===== config.mk =====
export PLATFORM = sky130hd
export DESIGN_NAME = uart_tx_scheduler
export DESIGN_NICKNAME = d
export VERILOG_FILES = /design/src/rtl/uart_tx_scheduler.sv
export SDC_FILE = /design/constraint.sdc
export NUM_CORES = 1
export LEC_CHECK = 0
export BUFFER_PORTS_ARGS = -buffer_cell sky130_fd_sc_hd__buf_2
export CORE_AREA = 3 3 71 73
export CTS_BUF_LIST = sky130_fd_sc_hd__clkbuf_8 sky130_fd_sc_hd__clkbuf_16
export DETAILED_ROUTE_END_ITERATION = 10
export DIE_AREA = 0 0 74 76
export SLEW_MARGIN = 30
export SYNTH_ARGS = -nofsm -noshare
export SYNTH_HDL_FRONTEND = slang
export SYNTH_SLANG_ARGS = --single-unit
export TNS_END_PERCENT = 100

===== constraint.sdc =====
create_clock -name clk -period 1.94 [get_ports clk]
set_input_delay 0 -clock clk [delete_from_list [all_inputs] [get_ports clk]]
set_output_delay 0 -clock clk [all_outputs]
set_load 0.005 [all_outputs]

===== src/rtl/uart_tx_scheduler.sv =====
// Round-robin scheduler that frames requester messages as header+payload bytes into the UART TX FIFO.
// Optional checksum byte (header ^ payload) is enabled with `define UART_TX_CHECKSUM_EN.
module uart_tx_scheduler #(
  parameter int          N_REQ  = 4,
  parameter logic [3:0]  TAG_HI = 4'hA
) (
  input  logic               clk,
  input  logic               rst,
  input  logic [N_REQ-1:0]   req,
  input  logic [8*N_REQ-1:0] req_data,
  output logic [N_REQ-1:0]   grant,
  input  logic               tx_full,
  output logic               wr_uart,
  output logic [7:0]         w_data,
  output logic               busy
);

`ifdef UART_TX_CHECKSUM_EN
  typedef enum logic [1:0] {IDLE, HDR, PAY, CHK} state_t;
  localparam state_t FINAL_ST = CHK;
`else
  typedef enum logic [1:0] {IDLE, HDR, PAY} state_t;
  localparam state_t FINAL_ST = PAY;
`endif

  state_t      state;
  logic [1:0]  idx;
  logic [1:0]  last;
  logic [7:0]  payload;
`ifdef UART_TX_CHECKSUM_EN
  logic [7:0]  hdr;
`endif

  logic        sel_vld;
  logic [1:0]  sel;
  logic [7:0]  sel_data;

  function automatic int unsigned rot(input int unsigned base, input int unsigned k);
    return (base + 1 + k) % N_REQ;
  endfunction

  // First set request searching upward from the slot after the last grant.
  always_comb begin
    sel_vld = 1'b0;
    sel     = '0;
    for (int unsigned k = 0; k < N_REQ; k++) begin
      if (!sel_vld && req[rot(32'(last), k)]) begin
        sel_vld = 1'b1;
        sel     = 2'(rot(32'(last), k));
      end
    end
    sel_data = req_data[8*sel +: 8];
  end

  assign busy    = (state != IDLE);
  assign wr_uart = busy && !tx_full;

  always_comb begin
    grant = '0;
    for (int unsigned i = 0; i < N_REQ; i++) begin
      if (wr_uart && state == FINAL_ST && idx == 2'(i)) grant[i] = 1'b1;
    end
  end

  always_ff @(posedge clk or negedge rst) begin
    if (!rst) begin
      state   <= IDLE;
      idx     <= '0;
      last    <= 2'(N_REQ - 1);
      payload <= '0;
      w_data  <= '0;
`ifdef UART_TX_CHECKSUM_EN
      hdr     <= '0;
`endif
    end else begin
      case (state)
        IDLE: begin
          if (sel_vld) begin
            idx     <= sel;
            last    <= sel;
            payload <= sel_data;
            w_data  <= {TAG_HI, 2'b00, sel};
`ifdef UART_TX_CHECKSUM_EN
            hdr     <= {TAG_HI, 2'b00, sel};
`endif
            state   <= HDR;
          end
        end
        HDR: begin
          if (!tx_full) begin
            w_data <= payload;
            state  <= PAY;
          end
        end
        PAY: begin
          if (!tx_full) begin
`ifdef UART_TX_CHECKSUM_EN
            w_data <= hdr ^ payload;
            state  <= CHK;
`else
            state  <= IDLE;
`endif
          end
        end
`ifdef UART_TX_CHECKSUM_EN
        CHK: begin
          if (!tx_full) state <= IDLE;
        end
`endif
        default: state <= IDLE;
      endcase
    end
  end

endmodule


==> results of run 1 <==
## worst min path at each step
| stage | cells after the start | endpoint | slack, ps |
|---|---|---|---|
| global route | 2 | state[1]$_DFFE_PN0P_ | 20 |
| floorplan | 0 | idx[0]$_DFFE_PN0P_ | -300 |
| global placement | 1 | state[1]$_DFFE_PN0P_ | 1 |
| detailed placement | 1 | w_data[0]$_DFFE_PN0P_ | -4 |
| CTS | 2 | state[1]$_DFFE_PN0P_ | 7 |
| finish | 2 | state[1]$_DFFE_PN0P_ | 8 |
## state kept, by name, indices dropped and copies added, names as in the netlist
signal and count:
last 2, state 2, w_data 8, idx 2, payload 8
## metrics by stage
stage / cells / area, um^2 / worst slack [ps] / total power [mW]
6_report: 254 / 1750 / 232 / 2.50
5_1_grt: 254 / 1750 / 133 / 2.71
4_1_cts: 254 / 1750 / 234 / 2.53
3_5_place_dp: 249 / 1680 / 251 / 2.20
3_3_place_gp: 249 / 1680 / 282 / 2.17
2_1_floorplan: 146 / 1350 / 299 / 1.78
## metal layers
layer | up-vias | global-route usage | share of wire
met5 | - | 0 | 0
met4 | 0 | 0.0453 | 0.011
met3 | 2 | 0.0211 | 0.067
met2 | 41 | 0.159 | 0.43
met1 | 561 | 0.188 | 0.49
li1 | 658 | - | -
## power groups by stage
| stage | Combinational [mW] | Clock [mW] | Sequential, mW |
|---|---|---|---|
| final | 1.30 | 0.324 | 0.876 |
| after floorplan | 0.917 | 0 | 0.863 |
| after global placement | 1.29 | 0 | 0.880 |
| after detailed placement | 1.31 | 0 | 0.888 |
| after CTS | 1.31 | 0.339 | 0.879 |
| after global routing | 1.45 | 0.351 | 0.914 |
## area by class of cell
class / count / area (um^2) / share of cell area
Clock buffer: 4 / 55.1 / 0.0315
Inverter: 1 / 3.75 / 0.00215
Multi-Input combinational cell: 116 / 741 / 0.424
Sequential cell: 22 / 553 / 0.317
Tap cell: 52 / 65.1 / 0.0373
Timing Repair Buffer: 59 / 328 / 0.188
## repair_timing
action	4_1_cts	5_1_grt
buffers inserted	0	0
endpoints found under the hold margin	20	0
setup endpoints to repair	0	0
hold buffers	1	0
## critical path, delay by kind of cell (launching register included)
| family | cells | cell delay [ps] |
|---|---|---|
| buffers and inverters | 1 | 160 |
| and+or+nand+nor | 2 | 250 |
| muxes | 1 | 120 |
| DFF | 1 | 390 |
| AOI/OAI and AO/OA | 2 | 680 |
## synthesized netlist by cell type, types with 2 or more instances
master    instances  area [um^2]
nand2b_1          3         18.8
clkbuf_1          2         7.51
a211o_1           9         78.8
nor3b_1           2         15.0
nand2_1          25         93.8
dfrtp_1          20          500
dfstp_2           2         52.6
mux2i_1           9         90.1
o21ai_1           9         45.0
o21a_1            2         15.0
nor2_1           13         48.8
nand4_1           8         50.1
o31ai_1           8         60.1
a21o_1            4         30.0
buf_6             2         22.5
buf_2             2         10.0
a21oi_1           2         10.0
nor2b_1           2         12.5
o311ai_1          8         70.1
and2_1            2         12.5
## layout by cell type (no fill, tap or decap), types with 2 or more instances in the layout
cell and n:
nor2b_1 2, a21o_1 4, dfstp_2 2, a211o_1 9, a21oi_1 2, and2_1 2
clkbuf_8 4, buf_4 5, o21a_1 2, buf_2 52, nor3b_1 2, nand2b_1 3
o31ai_1 8, o21ai_1 9, dfrtp_1 20, o311ai_1 8, nand2_1 25, mux2i_1 9
nand4_1 8, nor2_1 13
## kinds of logic (layout without fill, tap and decap cells)
| group | count (synthesis) | count (layout) | share of synthesized area |
|---|---|---|---|
| simple gates | 61 | 61 | 0.231 |
| compound gates | 46 | 46 | 0.253 |
| flops | 22 | 22 | 0.411 |
| mux | 9 | 9 | 0.0670 |
| buf+inv | 8 | 64 | 0.0381 |
==> qor.csv, run 1 <==
stage,metric,value,unit
run_status,outcome,"complete, no violations",
global_route,grt_max_degree,26,
setup_path,critPathMaxFanout,11,
place,port-buffer-count,52,
finish,utilization,0.395,
pwr,switching_share,0.406,
setup_path,required,2100,ps
timing,final.setup.tns,0,ps
setup_path,r2r_start,last[0]$_DFFE_PN1P_,
clocking,root_buffer,clkbuf_8,
synth,synth_area,1350,um^2
synth,ys_warn_count,0,
pwr,p_leak,0.853,nW
global_route,antenna_found_initial,0,
route,wire_per_inst,13.4,um
pwr,power_density,1430,nW/um^2
hold_path,hold_path.startpoint,tx_full,
finish,layout-drive-gt1-share,0.337,
synth,synth-edff-count,0,
pwr,net-switching-power,1.01,mW
route,finalWirelength,3410,um
route,via_per_inst,4.97,
finish,diodes,0,
finish,n_fill_cell,455,
synth,synth.distinct_cells,32,
clocking,h-tree-depth,1,
setup_path,cp-end-kind,flop,
place,dp_hpwl,2690,um
route,antenna_left,0,
place,gp_congestion,0.766,
die,rows,24,
global_route,grt_pass1_vias,1176,
clocking,cts_buffers,3,
setup_path,cpPeakStageDelay,410,ps
setup_path,worstSetupPathType,flop to flop,
die,die-area,5620,um^2
timing,finalHoldViolCount,0,
setup_path,ff2ff_path_depth,6,
timing,slew_headroom,0.662,
synth,synth_nets,185,
synth,syn_avg_cell_area,9.21,um^2
global_route,grt-ovfl-total,0,
route,drtIter0Drc,60,
clocking,tritoncts,done,
finish,finalNetCount,242,
clocking,clk_pin_slew,80,ps
pwr,clkPwrFrac,0.130,
timing,slew_viol_final,0,
setup_path,r2r_slack,230,ps
clocking,cts.repair.resized,0,
timing,skew,1.54,ps
clocking,numClockSinks,22,
route,firstDrtPassIters,4,
synth,syn_inst,146,
pwr,p_comb_frac,0.519,
synth,synth_ff_type,dfrtp_1,
die,core_area,4410,um^2
synth,synth_seq_cells,22,
global_route,track_usage,0.120,
setup_path,crit_end,payload[2]$_DFFE_PN0P_,
setup_path,timing.rr.end,payload[2]$_DFFE_PN0P_,
setup_path,cp_slowest_cell,a21oi_2,
setup_path,critPathArrivalTime,1860,ps
route,route.detailed.drc,0,
synth,synthArstFlopShare,1.00,
setup_path,crit_start,last[0]$_DFFE_PN1P_,
finish,area_growth,29.8,%
clocking,clk_latency,260,ps
timing,grt_setup_unrepaired,no,
timing,fin_hold_ws,8.12,ps
timing,period_share,0.880,
synth,yosysSeqAreaShare,0.411,
setup_path,cp-start-kind,flop,
die,pin_count,53,
flow_run,maxCapViolations,0,
timing,worstMarginPinSlew,503,ps
die,die-height,76,um
pwr,intPower,1.48,mW
clocking,cts_buffer_depth,2,
setup_path,crit_chain,nand2b_1 > a21oi_2 > nor3_4 > buf_12 > mux2i_1 > o311ai_1,
die,start_util,0.305,
timing,fin_crit,1710,ps
pwr,irDropWorstVdd,0.000502,V
timing,finalSetupViolCount,0,
global_route,grt_pass1_wl,5350,um
hold_path,hold_path_class,input pin to flop,
die,chipWidth,74,um
pwr,seqPwrFrac,0.351,
timing,fmax,585,MHz
route,vias,1262,
Note: power is estimated with default switching activity, not from simulation.
==> run 2: changes to the inputs <==
Settings changed: ABC_AREA from default to 1, CORE_AREA 3 3 71 73 to 3 3 80 82, DIE_AREA 0 0 74 76 to 0 0 83 85.
==> run 2 against run 1 <==
Effect of this change:
- sequential power down 4.1%
- via count up 43%
- synthesized area up 26%
- synthesized cell count up 75%
- setup slack worse by 390 ps
- worst hold slack better by 13 ps
- critical path depth up 10
- routed wire length up 42%
- global-route usage up 1.3 points
- clock-buffer cell count down 1
- core utilization up 5.8 points
- the run now ends with negative setup slack left
==> qor.csv, run 2 <==
stage,metric,value,unit
die,pin_count,53,
timing,finalSetupViolCount,18,
global_route,track_usage,0.133,
timing,period_share,1.08,
synth,ys_warn_count,0,
timing,grt_setup_unrepaired,yes,
finish,mostFrequentLayoutCells,"nand2_1 (68), buf_2 (53), inv_1 (45)",
place,port-buffer-count,52,
finish,final_common_cell,nand2_1,
die,start_util,0.292,
die,die-height,85,um
route,firstDrtPassIters,4,
place,place_ws,-121,ps
run_status,outcome,"complete, but fails checks",
synth,yosysSeqAreaShare,0.326,
finish,area_growth,55.2,%
pwr,irDropWorstVdd,0.000924,V
global_route,grt-ovfl-total,0,
route,antenna_left,0,
global_route,grt_pass1_vias,1736,
global_route,grt_max_degree,23,
setup_path,cp-start-kind,flop,
synth,synth_largest_area_cell,dfrtp_1,
die,die-area,7060,um^2
timing,fin_hold_ws,20.8,ps
synth,synth-edff-count,0,
flow_run,maxCapViolations,0,
finish,layout-drive-gt1-share,0.472,
die,chipWidth,83,um
clocking,cts_buffer_depth,2,
timing,slew_viol_final,0,
die,core_area,5820,um^2
synth,yosysMostFrequentCell,nand2_1,
die,rows,28,
global_route,grt_pass1_wl,7800,um
synth,syn_avg_cell_area,6.66,um^2
place,placed_area,2170,um^2
route,vias,1802,
route,via_per_inst,4.35,
synth,synthTopCellsByCount,"nand2_1 (82), inv_1 (46), nand3_1 (38)",
clocking,clk_pin_slew,80,ps
route,route.detailed.drc,0,
pwr,p_leak,1.49,nW
place,dp_hpwl,3440,um
timing,worst_slack,-162,ps
synth,synth_seq_cells,22,
finish,diodes,0,
setup_path,cp-end-kind,flop,
clocking,h-tree-depth,1,
clocking,clk_latency,270,ps
synth,synth_ff_type,dfrtp_1,
route,finalWirelength,4850,um
synth,synth_area,1700,um^2
timing,slew_headroom,0.637,
global_route,antenna_found_initial,0,
setup_path,required,2100,ps
timing,fin_crit,2100,ps
synth,synthArstFlopShare,1.00,
timing,skew,8.16,ps
clocking,cts_buffers,3,
setup_path,critPathMaxFanout,10,
clocking,root_buffer,clkbuf_8,
finish,n_fill_cell,593,
place,gp_congestion,0.836,
synth,synth.distinct_cells,25,
run_status,violations,negative setup slack,
synth,synth_area_leaders,"dfrtp_1 (29%), nand2_1 (18%), nand3_1 (11%)",
timing,fmax,476,MHz
hold_path,hold_path_class,input pin to flop,
finish,finalNetCount,379,
clocking,numClockSinks,22,
pwr,p_total,5.91,mW
synth,syn_inst,255,
timing,finalHoldViolCount,0,
synth,synth_top_area_share,0.295,
finish,final_cell_area,2640,um^2
timing,worstMarginPinSlew,543,ps
synth,synth_nets,294,
route,wire_per_inst,11.7,um
setup_path,worstSetupPathType,flop to flop,
pwr,power_density,2240,nW/um^2
setup_path,critPathArrivalTime,2260,ps
finish,top_regs,"payload x8, w_data x8",
clocking,tritoncts,done,
route,drtIter0Drc,74,
-- run 2: cell count changes after synthesis, sizes merged, moves of 4 or more --
cell    change
nand3      +48
nand4       -6
a211o       -9
o311ai      -8
inv        +48
mux2i       -9
nand2      +73
a21o        -4
o31ai       -8
-- run 2: worst paths after layout --
kind / from / endpoint / slack (ps) / cells past startpoint
setup / recovery: last[0]$_DFFE_PN1P_ / payload[3]$_DFFE_PN0P_ / -160 / 16
hold / removal: tx_full / state[1]$_DFFE_PN0P_ / 20 / 3
setup reg to reg: last[0]$_DFFE_PN1P_ / payload[3]$_DFFE_PN0P_ / -160 / 16
hold reg to reg: payload[0]$_DFFE_PN0P_ / payload[0]$_DFFE_PN0P_ / 490 / 2
max in group asynchronous: rst / last[1]$_DFFE_PN1P_ / 1340 / 2
min in group asynchronous: rst / payload[4]$_DFFE_PN0P_ / 230 / 2
-- run 2: final cells by class --
cell class              count  area [um^2]  share of cell area
clock buffers               3         41.3              0.0157
clock inverters             1         30.0              0.0114
inverters                  49          198              0.0750
multi-input cells         178         1090               0.413
flip-flops and latches     22          553               0.210
well taps                  75         93.8              0.0356
repair buffers             86          632               0.240
-- run 2: layer usage --
layer  up-vias  global-route usage  routed length [um]
met3         4              0.0184                 204
met5         -                   0                   0
li1        956                   -                   -
met1       800               0.182                2250
met4         0              0.0461                  63
met2        42               0.215                2330
-- run 2: repair_timing --
action                                  4_1_cts  5_1_grt
buffers inserted                              6        6
hold buffers                                  1        0
gates cloned                                  1        2
endpoints found under the setup margin       16       20
pin swaps                                     0       25
hold endpoints to repair                     20        0
gates resized for setup                      10       44
-- run 2: stage by stage --
| stage | setup TNS [ps] | instances | util |
|---|---|---|---|
| after floorplan | 0 | 255 | - |
| after global placement | -922 | 394 | 0.373 |
| after detailed placement | -1110 | 394 | 0.373 |
| after CTS | -681 | 406 | 0.405 |
| after global routing | -4210 | 414 | 0.453 |
| final | -1770 | 414 | 0.453 |
-- run 2: kinds of logic after synthesis --
| family | synth area share |
|---|---|
| AND/OR/NAND/NOR | 0.483 |
| buffers and inverters | 0.153 |
| flip-flops | 0.326 |
| AO/OA/AOI/OAI | 0.0390 |
-- run 2: where the power goes --
group          total, mW  internal (mW)  switching, mW
combinational       4.64           2.11           2.53
sequential         0.840          0.698          0.143
clock              0.435          0.276          0.159
total               5.91           3.08           2.83
-- run 2: worst max-delay path: stages, from the launching register on --
cell,delay (ps)
dfstp_2,560
buf_12,120
inv_8,50
nand2_2,60
nand2_2,50
nand2_2,100
nand2_4,70
nor2_4,140
buf_6,120
nand3_4,70
nand3_4,170
clkbuf_16,190
nand3_2,80
nand3_2,60
nand2_2,50
nand2_1,70
nand2_1,50
==> run 3: changes to the inputs <==
Settings changed: PLACE_DENSITY from default to 0.54.
==> run 3 against run 2 <==
Effect of this change:
- combinational power is 16% lower
- fmax is 3.0% higher
- worst hold slack better by 100 ps
- cell area is 9.1% lower
- the run still ends with negative setup slack left
- sequential share of layout area is 2.1 points higher
- sequential power hardly changed
- global-route usage is 0.18 points lower
- die area stayed put
==> qor.csv, run 3 (synthesis gave the netlist of run 2 again) <==
stage,metric,value,unit
route,vias,1753,
pwr,net-switching-power,2.57,mW
timing,period_share,1.05,
finish,area_growth,41.0,%
die,rows,28,
pwr,seqPwrFrac,0.166,
die,chipWidth,83,um
pwr,p_leak,1.38,nW
setup_path,required,2100,ps
pwr,power_density,2110,nW/um^2
finish,top_regs,"payload x8, w_data x8",
place,port-buffer-count,52,
global_route,antenna_found_initial,0,
flow_run,maxCapViolations,0,
route,finalWirelength,4530,um
die,core_area,5820,um^2
route,via_per_inst,4.32,
setup_path,cp-end-kind,flop,
finish,finalNonFillerCells,406,
global_route,grt_pass1_vias,1711,
clocking,root_buffer,clkbuf_8,
pwr,intPower,2.48,mW
pwr,p_comb_frac,0.767,
die,pin_count,53,
timing,finalSetupViolCount,10,
hold_path,hold_path_class,input pin to flop,
setup_path,cp-start-kind,flop,
finish,utilization,0.412,
global_route,track_usage,0.131,
clocking,clk_latency,270,ps
finish,mostFrequentLayoutCells,"nand2_1 (68), buf_2 (52), inv_1 (44)",
clocking,cts_buffer_depth,2,
timing,skew,5.24,ps
pwr,clkPwrFrac,0.066,
global_route,grt_max_degree,23,
hold_path,hold_path.startpoint,req_data[15],
place,dp_cells,393,
timing,slew_headroom,0.651,
clocking,clk_pin_slew,80,ps
timing,finalHoldViolCount,0,
die,start_util,0.292,
timing,grt_setup_unrepaired,yes,
run_status,violations,negative setup slack,
run_status,outcome,"complete, but fails checks",
timing,fin_crit,2040,ps
clocking,h-tree-depth,1,
die,die-height,85,um
setup_path,crit_start,last[0]$_DFFE_PN1P_,
clocking,tritoncts,done,
place,gp_congestion,0.823,
setup_path,critPathMaxFanout,7,
setup_path,r2r_start,last[0]$_DFFE_PN1P_,
global_route,grt_pass1_wl,7770,um
finish,final_common_cell,nand2_1,
clocking,cts_buffers,3,
route,firstDrtPassIters,4,
timing,worstMarginPinSlew,523,ps
die,die-area,7060,um^2
finish,finalNetCount,371,
pwr,switching_share,0.509,
finish,diodes,0,
route,drtIter0Drc,86,
global_route,grt-ovfl-total,0,
timing,fmax,490,MHz
route,wire_per_inst,11.2,um
timing,worst_slack,-100,ps
clocking,numClockSinks,22,
pwr,irDropWorstVdd,0.000735,V
route,antenna_left,0,
route,route.detailed.drc,0,
finish,layout-drive-gt1-share,0.414,
setup_path,worstSetupPathType,flop to flop,
timing,slew_viol_final,0,
place,dp_hpwl,3350,um
setup_path,critPathArrivalTime,2200,ps
[run 3: final cells by class]
type                            instances  area [um^2]
Clock buffer                            4         55.1
Fill cell                             621         3420
Inverter                               49          191
Multi-Input combinational cell        177         1000
Sequential cell                        22          553
Tap cell                               75         93.8
Timing Repair Buffer                   79          502
[run 3: stage by stage]
step                      area (um^2)  total power, mW  setup TNS [ps]  hold slack (ps)  setup slack, ps
after global placement           2120             4.10           -78.8             6.91            -20.7
after global routing             2390             5.61           -2820              154             -254
final                            2390             5.06            -713              124             -100
after detailed placement         2120             4.11            -435             7.91            -72.2
after CTS                        2340             4.92            -361              124            -48.2
after floorplan                  1700             3.29               0             -296             58.5
[run 3: final timing paths]
kind / cells after the start / to / slack, ps
hold reg to reg: 2 / payload[6]$_DFFE_PN0P_ / 480
setup / recovery: 14 / payload[1]$_DFFE_PN0P_ / -100
min in group asynchronous: 2 / state[1]$_DFFE_PN0P_ / 230
hold / removal: 7 / payload[7]$_DFFE_PN0P_ / 120
setup reg to reg: 14 / payload[1]$_DFFE_PN0P_ / -100
max in group asynchronous: 2 / last[1]$_DFFE_PN1P_ / 1350
[run 3: repair_timing]
action	4_1_cts	5_1_grt
cloned	2	0
setup buffers	5	0
endpoints found under the setup margin	13	20
hold endpoints to repair	21	0
pin swaps	5	2
gates resized for setup	26	17
hold buffers	2	0
[run 3: power groups by stage]
stage	Clock, mW	Sequential, mW	Combinational, mW
2_1_floorplan	0	0.809	2.48
5_1_grt	0.365	0.876	4.37
3_3_place_gp	0	0.852	3.25
6_report	0.335	0.841	3.88
3_5_place_dp	0	0.856	3.25
4_1_cts	0.351	0.839	3.73
[run 3: routing by layer]
layer  track usage  vias up  routed length, um
li1              -      935                  -
met1         0.182      759               2240
met2         0.207       50               1980
met3        0.0155        9                205
met4        0.0565        0                108
met5             0        -                  0
[run 3: worst max-delay path: stages, from the launching register on]
cell and delay (ps):
dfstp_2 640, inv_6 60, nand2_1 50, nand2_1 80, nand2_1 100, nand2_2 90, nor2_4 150, nand3_4 110
nand3_4 160, buf_6 150, nand3_1 80, nand3_1 100, nand2_1 60, nand2_1 60, nand2_1 50
